==> src/rtl/axi3_master_if.sv <==
// AXI3 bus bundle between a single-beat master and its slave.
//
// Parameters: ADDR (address width), DATA (data width), ID (AXI ID width).
// Channels:   AW, W, B (write) and AR, R (read), standard AXI3 widths,
//             plus AxQOS carried for interconnects that expect it.
// Modports:   master - drives AW/W/AR payload+valid and bready/rready
//             slave  - drives awready/wready/arready and the B/R channels
interface axi3_master_if #(
  parameter int ADDR = 32,
  parameter int DATA = 32,
  parameter int ID   = 12
);
  // write address channel
  logic [ID-1:0]     awid;
  logic [ADDR-1:0]   awaddr;
  logic [3:0]        awlen;
  logic [2:0]        awsize;
  logic [1:0]        awburst;
  logic [1:0]        awlock;
  logic [3:0]        awcache;
  logic [2:0]        awprot;
  logic [3:0]        awqos;
  logic              awvalid;
  logic              awready;
  // write data channel
  logic [ID-1:0]     wid;
  logic [DATA-1:0]   wdata;
  logic [DATA/8-1:0] wstrb;
  logic              wlast;
  logic              wvalid;
  logic              wready;
  // write response channel
  logic [ID-1:0]     bid;
  logic [1:0]        bresp;
  logic              bvalid;
  logic              bready;
  // read address channel
  logic [ID-1:0]     arid;
  logic [ADDR-1:0]   araddr;
  logic [3:0]        arlen;
  logic [2:0]        arsize;
  logic [1:0]        arburst;
  logic [1:0]        arlock;
  logic [3:0]        arcache;
  logic [2:0]        arprot;
  logic [3:0]        arqos;
  logic              arvalid;
  logic              arready;
  // read data channel
  logic [ID-1:0]     rid;
  logic [DATA-1:0]   rdata;
  logic [1:0]        rresp;
  logic              rlast;
  logic              rvalid;
  logic              rready;

  modport master (
    output awid, awaddr, awlen, awsize, awburst, awlock, awcache, awprot, awqos, awvalid,
    input  awready,
    output wid, wdata, wstrb, wlast, wvalid,
    input  wready,
    input  bid, bresp, bvalid,
    output bready,
    output arid, araddr, arlen, arsize, arburst, arlock, arcache, arprot, arqos, arvalid,
    input  arready,
    input  rid, rdata, rresp, rlast, rvalid,
    output rready
  );

  modport slave (
    input  awid, awaddr, awlen, awsize, awburst, awlock, awcache, awprot, awqos, awvalid,
    output awready,
    input  wid, wdata, wstrb, wlast, wvalid,
    output wready,
    output bid, bresp, bvalid,
    input  bready,
    input  arid, araddr, arlen, arsize, arburst, arlock, arcache, arprot, arqos, arvalid,
    output arready,
    output rid, rdata, rresp, rlast, rvalid,
    input  rready
  );
endinterface

==> src/rtl/axi3_master.sv <==
// Single-beat AXI3 master: turns a simple request/acknowledge port into one
// AXI3 write (AW+W, then B) or read (AR, then R) transaction at a time.
//
// Parameters: ADDR, DATA (power of two, 8..1024), ID, MYID (ID driven on
//             awid/wid/arid), TIMEOUT (cycles before abandon), TIMEBITS
//             (timer width).
// Ports:      clk, reset (async, active-high)
//             inreq/inwr in, inack out        - request pulse, write select, done pulse
//             inaddr/inwdata/inwstrb in       - request address, write data, strobes
//             inrdata/inerr out               - read data and error, valid with inack
//             axi (axi3_master_if.master)     - AXI3 bus
// Option:     define AXI3_MASTER_TIMEOUT_EN to abandon a transaction after
//             TIMEOUT non-idle cycles (inack with inerr=1, inrdata=0).
module axi3_master #(
  parameter int ADDR     = 32,
  parameter int DATA     = 32,
  parameter int ID       = 12,
  parameter int MYID     = 0,
  parameter int TIMEOUT  = 1048575,
  parameter int TIMEBITS = 20
) (
  input  logic              clk,
  input  logic              reset,
  input  logic              inreq,
  input  logic              inwr,
  output logic              inack,
  input  logic [ADDR-1:0]   inaddr,
  input  logic [DATA-1:0]   inwdata,
  input  logic [DATA/8-1:0] inwstrb,
  output logic [DATA-1:0]   inrdata,
  output logic              inerr,
  axi3_master_if.master     axi
);

  localparam logic [2:0] IDLE  = 3'd0;
  localparam logic [2:0] WADDR = 3'd1;
  localparam logic [2:0] WRESP = 3'd2;
  localparam logic [2:0] RADDR = 3'd3;
  localparam logic [2:0] RDATA = 3'd4;

  localparam logic [2:0]    SIZE = 3'($clog2(DATA / 8));
  localparam logic [ID-1:0] AXID = ID'(MYID);

  logic [2:0]        state_q, state_d;
  logic              awvalid_q, awvalid_d;
  logic              wvalid_q, wvalid_d;
  logic              arvalid_q, arvalid_d;
  logic              inack_q, inack_d;
  logic              inerr_q, inerr_d;
  logic              rerr_q, rerr_d;
  logic [DATA-1:0]   inrdata_q, inrdata_d;

  logic [ADDR-1:0]   addr_q;
  logic [DATA-1:0]   wdata_q;
  logic [DATA/8-1:0] wstrb_q;

  logic              req_take;
  logic              tmo;

  assign req_take = (state_q == IDLE) && inreq;

`ifdef AXI3_MASTER_TIMEOUT_EN
  logic [TIMEBITS-1:0] timer_q;

  // Loaded with TIMEOUT-1 on accept so the abandon edge lands exactly
  // TIMEOUT cycles after leaving IDLE.
  assign tmo = (state_q != IDLE) && (timer_q == '0);

  always_ff @(posedge clk or posedge reset) begin
    if (reset) begin
      timer_q <= '0;
    end else if (req_take) begin
      timer_q <= TIMEBITS'(TIMEOUT - 1);
    end else if ((state_q != IDLE) && (timer_q != '0)) begin
      timer_q <= timer_q - 1'b1;
    end
  end
`else
  localparam int unused_cfg = TIMEOUT + TIMEBITS;
  assign tmo = 1'b0;
`endif

  // Request capture: payload held here keeps AW/W/AR stable while valid.
  always_ff @(posedge clk) begin
    if (req_take) begin
      addr_q  <= inaddr;
      wdata_q <= inwdata;
      wstrb_q <= inwstrb;
    end
  end

  always_comb begin
    state_d   = state_q;
    awvalid_d = awvalid_q;
    wvalid_d  = wvalid_q;
    arvalid_d = arvalid_q;
    inack_d   = 1'b0;
    inerr_d   = inerr_q;
    rerr_d    = rerr_q;
    inrdata_d = inrdata_q;

    case (state_q)
      IDLE: begin
        if (inreq) begin
          rerr_d = 1'b0;
          if (inwr) begin
            awvalid_d = 1'b1;
            wvalid_d  = 1'b1;
            state_d   = WADDR;
          end else begin
            arvalid_d = 1'b1;
            state_d   = RADDR;
          end
        end
      end
      WADDR: begin
        // AW and W complete independently; a channel already done counts as
        // ready so either ordering (or both together) reaches WRESP.
        if (awvalid_q && axi.awready) awvalid_d = 1'b0;
        if (wvalid_q && axi.wready)   wvalid_d  = 1'b0;
        if ((!awvalid_q || axi.awready) && (!wvalid_q || axi.wready)) begin
          state_d = WRESP;
        end
      end
      WRESP: begin
        if (axi.bvalid) begin
          state_d = IDLE;
          inack_d = 1'b1;
          inerr_d = axi.bresp[1];
        end
      end
      RADDR: begin
        if (axi.arready) begin
          arvalid_d = 1'b0;
          state_d   = RDATA;
        end
      end
      RDATA: begin
        if (axi.rvalid) begin
          // Error is sticky over every beat; only the last beat's data is kept.
          rerr_d = rerr_q | axi.rresp[1];
          if (axi.rlast) begin
            state_d   = IDLE;
            inack_d   = 1'b1;
            inerr_d   = rerr_q | axi.rresp[1];
            inrdata_d = axi.rdata;
          end
        end
      end
      default: begin
        state_d = IDLE;
      end
    endcase

    if (tmo) begin
      state_d   = IDLE;
      awvalid_d = 1'b0;
      wvalid_d  = 1'b0;
      arvalid_d = 1'b0;
      inack_d   = 1'b1;
      inerr_d   = 1'b1;
      inrdata_d = '0;
    end
  end

  always_ff @(posedge clk or posedge reset) begin
    if (reset) begin
      state_q   <= IDLE;
      awvalid_q <= 1'b0;
      wvalid_q  <= 1'b0;
      arvalid_q <= 1'b0;
      inack_q   <= 1'b0;
      inerr_q   <= 1'b0;
      rerr_q    <= 1'b0;
      inrdata_q <= '0;
    end else begin
      state_q   <= state_d;
      awvalid_q <= awvalid_d;
      wvalid_q  <= wvalid_d;
      arvalid_q <= arvalid_d;
      inack_q   <= inack_d;
      inerr_q   <= inerr_d;
      rerr_q    <= rerr_d;
      inrdata_q <= inrdata_d;
    end
  end

  assign inack   = inack_q;
  assign inerr   = inerr_q;
  assign inrdata = inrdata_q;

  // Write address: single INCR beat, full bus width, no lock/cache/prot/qos.
  assign axi.awid    = AXID;
  assign axi.awaddr  = addr_q;
  assign axi.awlen   = 4'd0;
  assign axi.awsize  = SIZE;
  assign axi.awburst = 2'b01;
  assign axi.awlock  = 2'b00;
  assign axi.awcache = 4'd0;
  assign axi.awprot  = 3'd0;
  assign axi.awqos   = 4'd0;
  assign axi.awvalid = awvalid_q;

  assign axi.wid     = AXID;
  assign axi.wdata   = wdata_q;
  assign axi.wstrb   = wstrb_q;
  assign axi.wlast   = 1'b1;
  assign axi.wvalid  = wvalid_q;

  // Responses are accepted while idle too, so stray beats drain silently.
  assign axi.bready  = (state_q == IDLE) || (state_q == WRESP);

  assign axi.arid    = AXID;
  assign axi.araddr  = addr_q;
  assign axi.arlen   = 4'd0;
  assign axi.arsize  = SIZE;
  assign axi.arburst = 2'b01;
  assign axi.arlock  = 2'b00;
  assign axi.arcache = 4'd0;
  assign axi.arprot  = 3'd0;
  assign axi.arqos   = 4'd0;
  assign axi.arvalid = arvalid_q;

  assign axi.rready  = (state_q == IDLE) || (state_q == RDATA);

  // IDs and the low response bit carry no meaning for a single-ID master.
  logic unused_sig;
  assign unused_sig = ^{axi.bid, axi.rid, axi.bresp[0], axi.rresp[0]};

endmodule

==> src/flat_wrapper.sv <==
// flat-port wrapper written by rule: the top's interface ports become plain ports
module axi3_master_flat 
#(
  parameter int ADDR     = 32,
  parameter int DATA     = 32,
  parameter int ID       = 12,
  parameter int MYID     = 0,
  parameter int TIMEOUT  = 1048575,
  parameter int TIMEBITS = 20
)
  (clk, reset, inreq, inwr, inack, inaddr, inwdata, inwstrb, inrdata, inerr, axi_awid, axi_awaddr, axi_awlen, axi_awsize, axi_awburst, axi_awlock, axi_awcache, axi_awprot, axi_awqos, axi_awvalid, axi_awready, axi_wid, axi_wdata, axi_wstrb, axi_wlast, axi_wvalid, axi_wready, axi_bid, axi_bresp, axi_bvalid, axi_bready, axi_arid, axi_araddr, axi_arlen, axi_arsize, axi_arburst, axi_arlock, axi_arcache, axi_arprot, axi_arqos, axi_arvalid, axi_arready, axi_rid, axi_rdata, axi_rresp, axi_rlast, axi_rvalid, axi_rready);
  axi3_master_if #(.ADDR(ADDR), .DATA(DATA), .ID(ID)) axi_i ();
  input  logic clk;
  input  logic reset;
  input  logic inreq;
  input  logic inwr;
  output logic inack;
  input  logic [ADDR-1:0] inaddr;
  input  logic [DATA-1:0] inwdata;
  input  logic [DATA/8-1:0] inwstrb;
  output logic [DATA-1:0] inrdata;
  output logic inerr;
  output wire logic [$bits(axi_i.awid)-1:0] axi_awid;
  output wire logic [$bits(axi_i.awaddr)-1:0] axi_awaddr;
  output wire logic [$bits(axi_i.awlen)-1:0] axi_awlen;
  output wire logic [$bits(axi_i.awsize)-1:0] axi_awsize;
  output wire logic [$bits(axi_i.awburst)-1:0] axi_awburst;
  output wire logic [$bits(axi_i.awlock)-1:0] axi_awlock;
  output wire logic [$bits(axi_i.awcache)-1:0] axi_awcache;
  output wire logic [$bits(axi_i.awprot)-1:0] axi_awprot;
  output wire logic [$bits(axi_i.awqos)-1:0] axi_awqos;
  output wire logic [$bits(axi_i.awvalid)-1:0] axi_awvalid;
  input wire logic [$bits(axi_i.awready)-1:0] axi_awready;
  output wire logic [$bits(axi_i.wid)-1:0] axi_wid;
  output wire logic [$bits(axi_i.wdata)-1:0] axi_wdata;
  output wire logic [$bits(axi_i.wstrb)-1:0] axi_wstrb;
  output wire logic [$bits(axi_i.wlast)-1:0] axi_wlast;
  output wire logic [$bits(axi_i.wvalid)-1:0] axi_wvalid;
  input wire logic [$bits(axi_i.wready)-1:0] axi_wready;
  input wire logic [$bits(axi_i.bid)-1:0] axi_bid;
  input wire logic [$bits(axi_i.bresp)-1:0] axi_bresp;
  input wire logic [$bits(axi_i.bvalid)-1:0] axi_bvalid;
  output wire logic [$bits(axi_i.bready)-1:0] axi_bready;
  output wire logic [$bits(axi_i.arid)-1:0] axi_arid;
  output wire logic [$bits(axi_i.araddr)-1:0] axi_araddr;
  output wire logic [$bits(axi_i.arlen)-1:0] axi_arlen;
  output wire logic [$bits(axi_i.arsize)-1:0] axi_arsize;
  output wire logic [$bits(axi_i.arburst)-1:0] axi_arburst;
  output wire logic [$bits(axi_i.arlock)-1:0] axi_arlock;
  output wire logic [$bits(axi_i.arcache)-1:0] axi_arcache;
  output wire logic [$bits(axi_i.arprot)-1:0] axi_arprot;
  output wire logic [$bits(axi_i.arqos)-1:0] axi_arqos;
  output wire logic [$bits(axi_i.arvalid)-1:0] axi_arvalid;
  input wire logic [$bits(axi_i.arready)-1:0] axi_arready;
  input wire logic [$bits(axi_i.rid)-1:0] axi_rid;
  input wire logic [$bits(axi_i.rdata)-1:0] axi_rdata;
  input wire logic [$bits(axi_i.rresp)-1:0] axi_rresp;
  input wire logic [$bits(axi_i.rlast)-1:0] axi_rlast;
  input wire logic [$bits(axi_i.rvalid)-1:0] axi_rvalid;
  output wire logic [$bits(axi_i.rready)-1:0] axi_rready;
  assign axi_awid = axi_i.awid;
  assign axi_awaddr = axi_i.awaddr;
  assign axi_awlen = axi_i.awlen;
  assign axi_awsize = axi_i.awsize;
  assign axi_awburst = axi_i.awburst;
  assign axi_awlock = axi_i.awlock;
  assign axi_awcache = axi_i.awcache;
  assign axi_awprot = axi_i.awprot;
  assign axi_awqos = axi_i.awqos;
  assign axi_awvalid = axi_i.awvalid;
  assign axi_i.awready = axi_awready;
  assign axi_wid = axi_i.wid;
  assign axi_wdata = axi_i.wdata;
  assign axi_wstrb = axi_i.wstrb;
  assign axi_wlast = axi_i.wlast;
  assign axi_wvalid = axi_i.wvalid;
  assign axi_i.wready = axi_wready;
  assign axi_i.bid = axi_bid;
  assign axi_i.bresp = axi_bresp;
  assign axi_i.bvalid = axi_bvalid;
  assign axi_bready = axi_i.bready;
  assign axi_arid = axi_i.arid;
  assign axi_araddr = axi_i.araddr;
  assign axi_arlen = axi_i.arlen;
  assign axi_arsize = axi_i.arsize;
  assign axi_arburst = axi_i.arburst;
  assign axi_arlock = axi_i.arlock;
  assign axi_arcache = axi_i.arcache;
  assign axi_arprot = axi_i.arprot;
  assign axi_arqos = axi_i.arqos;
  assign axi_arvalid = axi_i.arvalid;
  assign axi_i.arready = axi_arready;
  assign axi_i.rid = axi_rid;
  assign axi_i.rdata = axi_rdata;
  assign axi_i.rresp = axi_rresp;
  assign axi_i.rlast = axi_rlast;
  assign axi_i.rvalid = axi_rvalid;
  assign axi_rready = axi_i.rready;
  axi3_master #(.ADDR(ADDR), .DATA(DATA), .ID(ID), .MYID(MYID), .TIMEOUT(TIMEOUT), .TIMEBITS(TIMEBITS)) u_core (.clk(clk), .reset(reset), .inreq(inreq), .inwr(inwr), .inack(inack), .inaddr(inaddr), .inwdata(inwdata), .inwstrb(inwstrb), .inrdata(inrdata), .inerr(inerr), .axi(axi_i));
endmodule
==> config.mk <==
export PLATFORM = sky130hd
export DESIGN_NAME = axi3_master_flat
export DESIGN_NICKNAME = d
export VERILOG_FILES = /design/src/rtl/axi3_master_if.sv /design/src/rtl/axi3_master.sv /design/src/flat_wrapper.sv
export SDC_FILE = /design/constraint.sdc
export NUM_CORES = 1
export LEC_CHECK = 0
export CAP_MARGIN = 20
export CORE_ASPECT_RATIO = 0.5
export CORE_MARGIN = 3
export CORE_UTILIZATION = 31
export DETAILED_ROUTE_END_ITERATION = 8
export PLACE_DENSITY = 0.78
export SETUP_SLACK_MARGIN = 0.1
export SYNTH_ARGS = -nofsm -noshare
export SYNTH_HDL_FRONTEND = slang
export SYNTH_SLANG_ARGS = --single-unit
==> constraint.sdc <==
create_clock -name clk -period 4.3 [get_ports clk]
set_input_delay 0.43 -clock clk [delete_from_list [all_inputs] [get_ports clk]]
set_output_delay 0.43 -clock clk [all_outputs]
set_load 0.005 [all_outputs]
==> summary.txt <==
Route
  • Via Count: 2825
  • Vias/cell: 3.85
  • # DRC: 0
  • Drt wl/cell: 16.7 um
  • ANT nets after route: 0
  • Drt pass-1 iters: 4
  • DRT iter0 DRCs: 117
  • WL final: 12200 um

Clock network
  • Clock latency at the later pin of the worst-skew pair: 0.34 ns
  • # Post-CTS Setup Buffers: 0
  • Post-cts resize count: 0
  • Hold buffers post-CTS: 0
  • CTS tree: done
  • Clock-pin slew on the worst setup and hold paths: 0.08 ns
  • Clk sinks: 109
  • CTS root buf: clkbuf_16
  • H-Tree Depth: 3
  • CTS Buf Count: 9
  • Max clock buf depth: 2

Die
  • # rows: 31
  • IO Count: 358
  • Die area: 0.0170 mm^2
  • Initial Util: 32.3%
  • Die W: 181 um
  • Core area: 0.0147 mm^2
  • Die Y-Extent: 93.7 um

Layout
  • Sequential cell area: 0.00307 mm^2
  • Commonest cells after routing, fill and taps aside: clkdlybuf4s50_1, conb_1, edfxtp_1
  • Final nets: 669
  • Share of layout cells above drive strength 1: 10.4%
  • Area Growth Syn to Fin: 51.0%
  • Commonest non-fill, non-tap cell in the layout: clkdlybuf4s50_1
  • Fill cell count: 1300
  • Multi-input logic area: 0.00106 mm^2
  • Diodes inserted: 0

Synthesis
  • Mux cell area share after synthesis: 10.5%
  • Yosys reg bits: 109
  • Post-Synth Simple-Gate Area: 2.73%
  • Syn_area_per_cell: 15.5 um^2
  • Syn. warnings: 0
  • Largest cells by area after synthesis: edfxtp_1, dfrtp_1, buf_4
  • Xor/xnor share of the synthesized area: 0%
  • Cells after synthesis: 308
  • Synth top area share: 42.8%
  • Leading area contributor after synthesis: edfxtp_1
  • Sequential fraction of the synthesis area: 64.4%
  • Mapped Area: 0.00477 mm^2
  • Adder-Cell Fraction of Synth Area: 0%
  • Main combinational cell family by area after synthesis: buffers and inverters
  • Post-synthesis compound-gate area fraction: 2.47%
  • Distinct cells, synth: 25

Pwr
  • Power Density: 515 mW/mm^2
  • Worst vdd ir: 0.000203 V
  • Leakage power: 2.88 nW

STA
  • TNS Setup: 0 ns
  • Final worst path period need: 2.36 ns
  • Tightest Pin Transition: 0.897 ns
  • Final Cycle Share: 54.9%
  • Slew headroom: 40.1%
  • Final hold violations: 0
  • Setup Viol. Count Final: 0
  • Post-layout worst setup margin: 1.94 ns
  • Slew Limit Fails: 0
  • RSZ-0062 raised after global routing: false
  • Max Freq: 0.423 GHz
  • Final Skew: 0.0125 ns

Run
  • Max cap viols: 0

Setup path
  • Critical Path AT: 2.39 ns
  • Crit start category: register
  • Worst-path fanout max: 41
  • Reg2Reg Capture Point: u_core.axi.wdata[16]$_DFFE_PP_
  • Reg2reg start: u_core.state_q[0]$_DFFE_PP0P_
  • Critical Path RT: 4.33 ns
  • Reg2Reg Depth: 4
  • Reg-to-reg setup timing slack: 1.94 ns
  • Worst setup path class: register to register
  • Critical path capture point type: register

Global route
  • GRT overflow: 0
  • Largest net degree at the start of global routing: 42
  • Gr usage total: 13.4%
  • Vias in the first global route: 2898
  • Antenna violations before repair: 0
  • First-pass GRT wire length: 17400 um

Placement
  • # port buffers: 250
  • Gpl congestion: 0.757
  • Placement Setup Slack: 1.74 ns
  • Detail Placement HPWL: 9630 um

Hold path
  • Worst min-delay path category: register to register
  • WHS Endpoint: u_core.inrdata[8]$_DFFE_PP0P_
  • WHS Path Cells: 1
  • Hold Startpoint: u_core.inrdata[8]$_DFFE_PP0P_

Run status
  • Outcome: complete, no violations
## critical path, stage by stage (launching register included)
cell and delay (ns):
dfrtp_1 0.54, nor2_4 0.28, nand2_1 0.16, nor2_4 0.70, buf_12 0.32
## worst max path at each step
stage / to / depth (start not counted) / slack [ns] / startpoint
final: u_core.axi.wdata[16]$_DFFE_PP_ / 4 / 1.94 / u_core.state_q[0]$_DFFE_PP0P_
after global routing: u_core.axi.araddr[19]$_DFFE_PP_ / 4 / 1.76 / u_core.state_q[0]$_DFFE_PP0P_
after CTS: u_core.axi.araddr[29]$_DFFE_PP_ / 4 / 1.92 / u_core.state_q[0]$_DFFE_PP0P_
after detailed placement: u_core.axi.wdata[26]$_DFFE_PP_ / 4 / 1.74 / inreq
after global placement: u_core.axi.wdata[26]$_DFFE_PP_ / 4 / 1.78 / inreq
after floorplan: u_core.axi.araddr[0]$_DFFE_PP_ / 4 / 0.19 / u_core.state_q[1]$_DFFE_PP0P_
## logic make-up after synthesis
family | after synthesis
AOI/OAI and AO/OA | 18
buffers and inverters | 123
DFF | 109
muxes | 34
other | 2
and+or+nand+nor | 22
## Yosys cell counts (all sizes together)
| library cell | count |
|---|---|
| buf | 119 |
| edfxtp | 68 |
| dfrtp | 41 |
| mux2 | 34 |
| nand2 | 9 |
| nor2 | 9 |
| a31oi | 6 |
| o21ai | 5 |
| a21oi | 4 |
| inv | 4 |
| nand3b | 3 |
| conb | 2 |
| a2111o | 1 |
| a32o | 1 |
| nand4b | 1 |
| o22ai | 1 |
## area by class of cell
cell class / count / area share, %
multi-input cells: 155 / 14.7
clock inverters: 6 / 0.713
inverters: 4 / 0.209
flip-flops and latches: 109 / 42.6
repair buffers: 252 / 35.1
well taps: 198 / 3.44
clock buffers: 10 / 3.18
## report_power, final
part / switching [mW] / internal (mW) / leakage [nW] / total, mW
Sequential: 0.190 / 1.45 / 1.15 / 1.64
Clock: 0.382 / 0.399 / 0.137 / 0.781
Combinational: 0.432 / 0.849 / 1.59 / 1.28
## state kept, by name (all words and copies together), names as in the netlist
register / cells
u_core.axi.araddr: 32
u_core.axi.wdata: 32
u_core.inrdata: 32
u_core.axi.wstrb: 4
u_core.state_q: 3
u_core.axi.arvalid: 1
u_core.axi.awvalid: 1
u_core.axi.wvalid: 1
u_core.inack: 1
u_core.inerr: 1
u_core.rerr_q: 1
## metal layers
metal / wire length (um) / GRT usage, % / vias to the layer above
met5: 0 / 0 / -
li1: - / - / 1310
met2: 6700 / 23.4 / 96
met1: 4900 / 17.3 / 1415
met3: 565 / 3.09 / 4
met4: 72 / 2.72 / 0
## stage by stage
stage | power [mW] | cell area [um^2] | std cells | util (%) | hold WS [ns]
finish | 3.71 | 7200 | 734 | 48.8 | 0.511
floorplan | 2.20 | 5060 | 387 | - | 0.500
CTS | 3.76 | 7200 | 734 | 48.8 | 0.513
global route | 3.90 | 7200 | 734 | 48.8 | 0.520
detailed placement | 2.96 | 6920 | 718 | 46.9 | 0.492
global placement | 2.92 | 6920 | 718 | 46.9 | 0.491
Power figures use the tool's default switching activity.
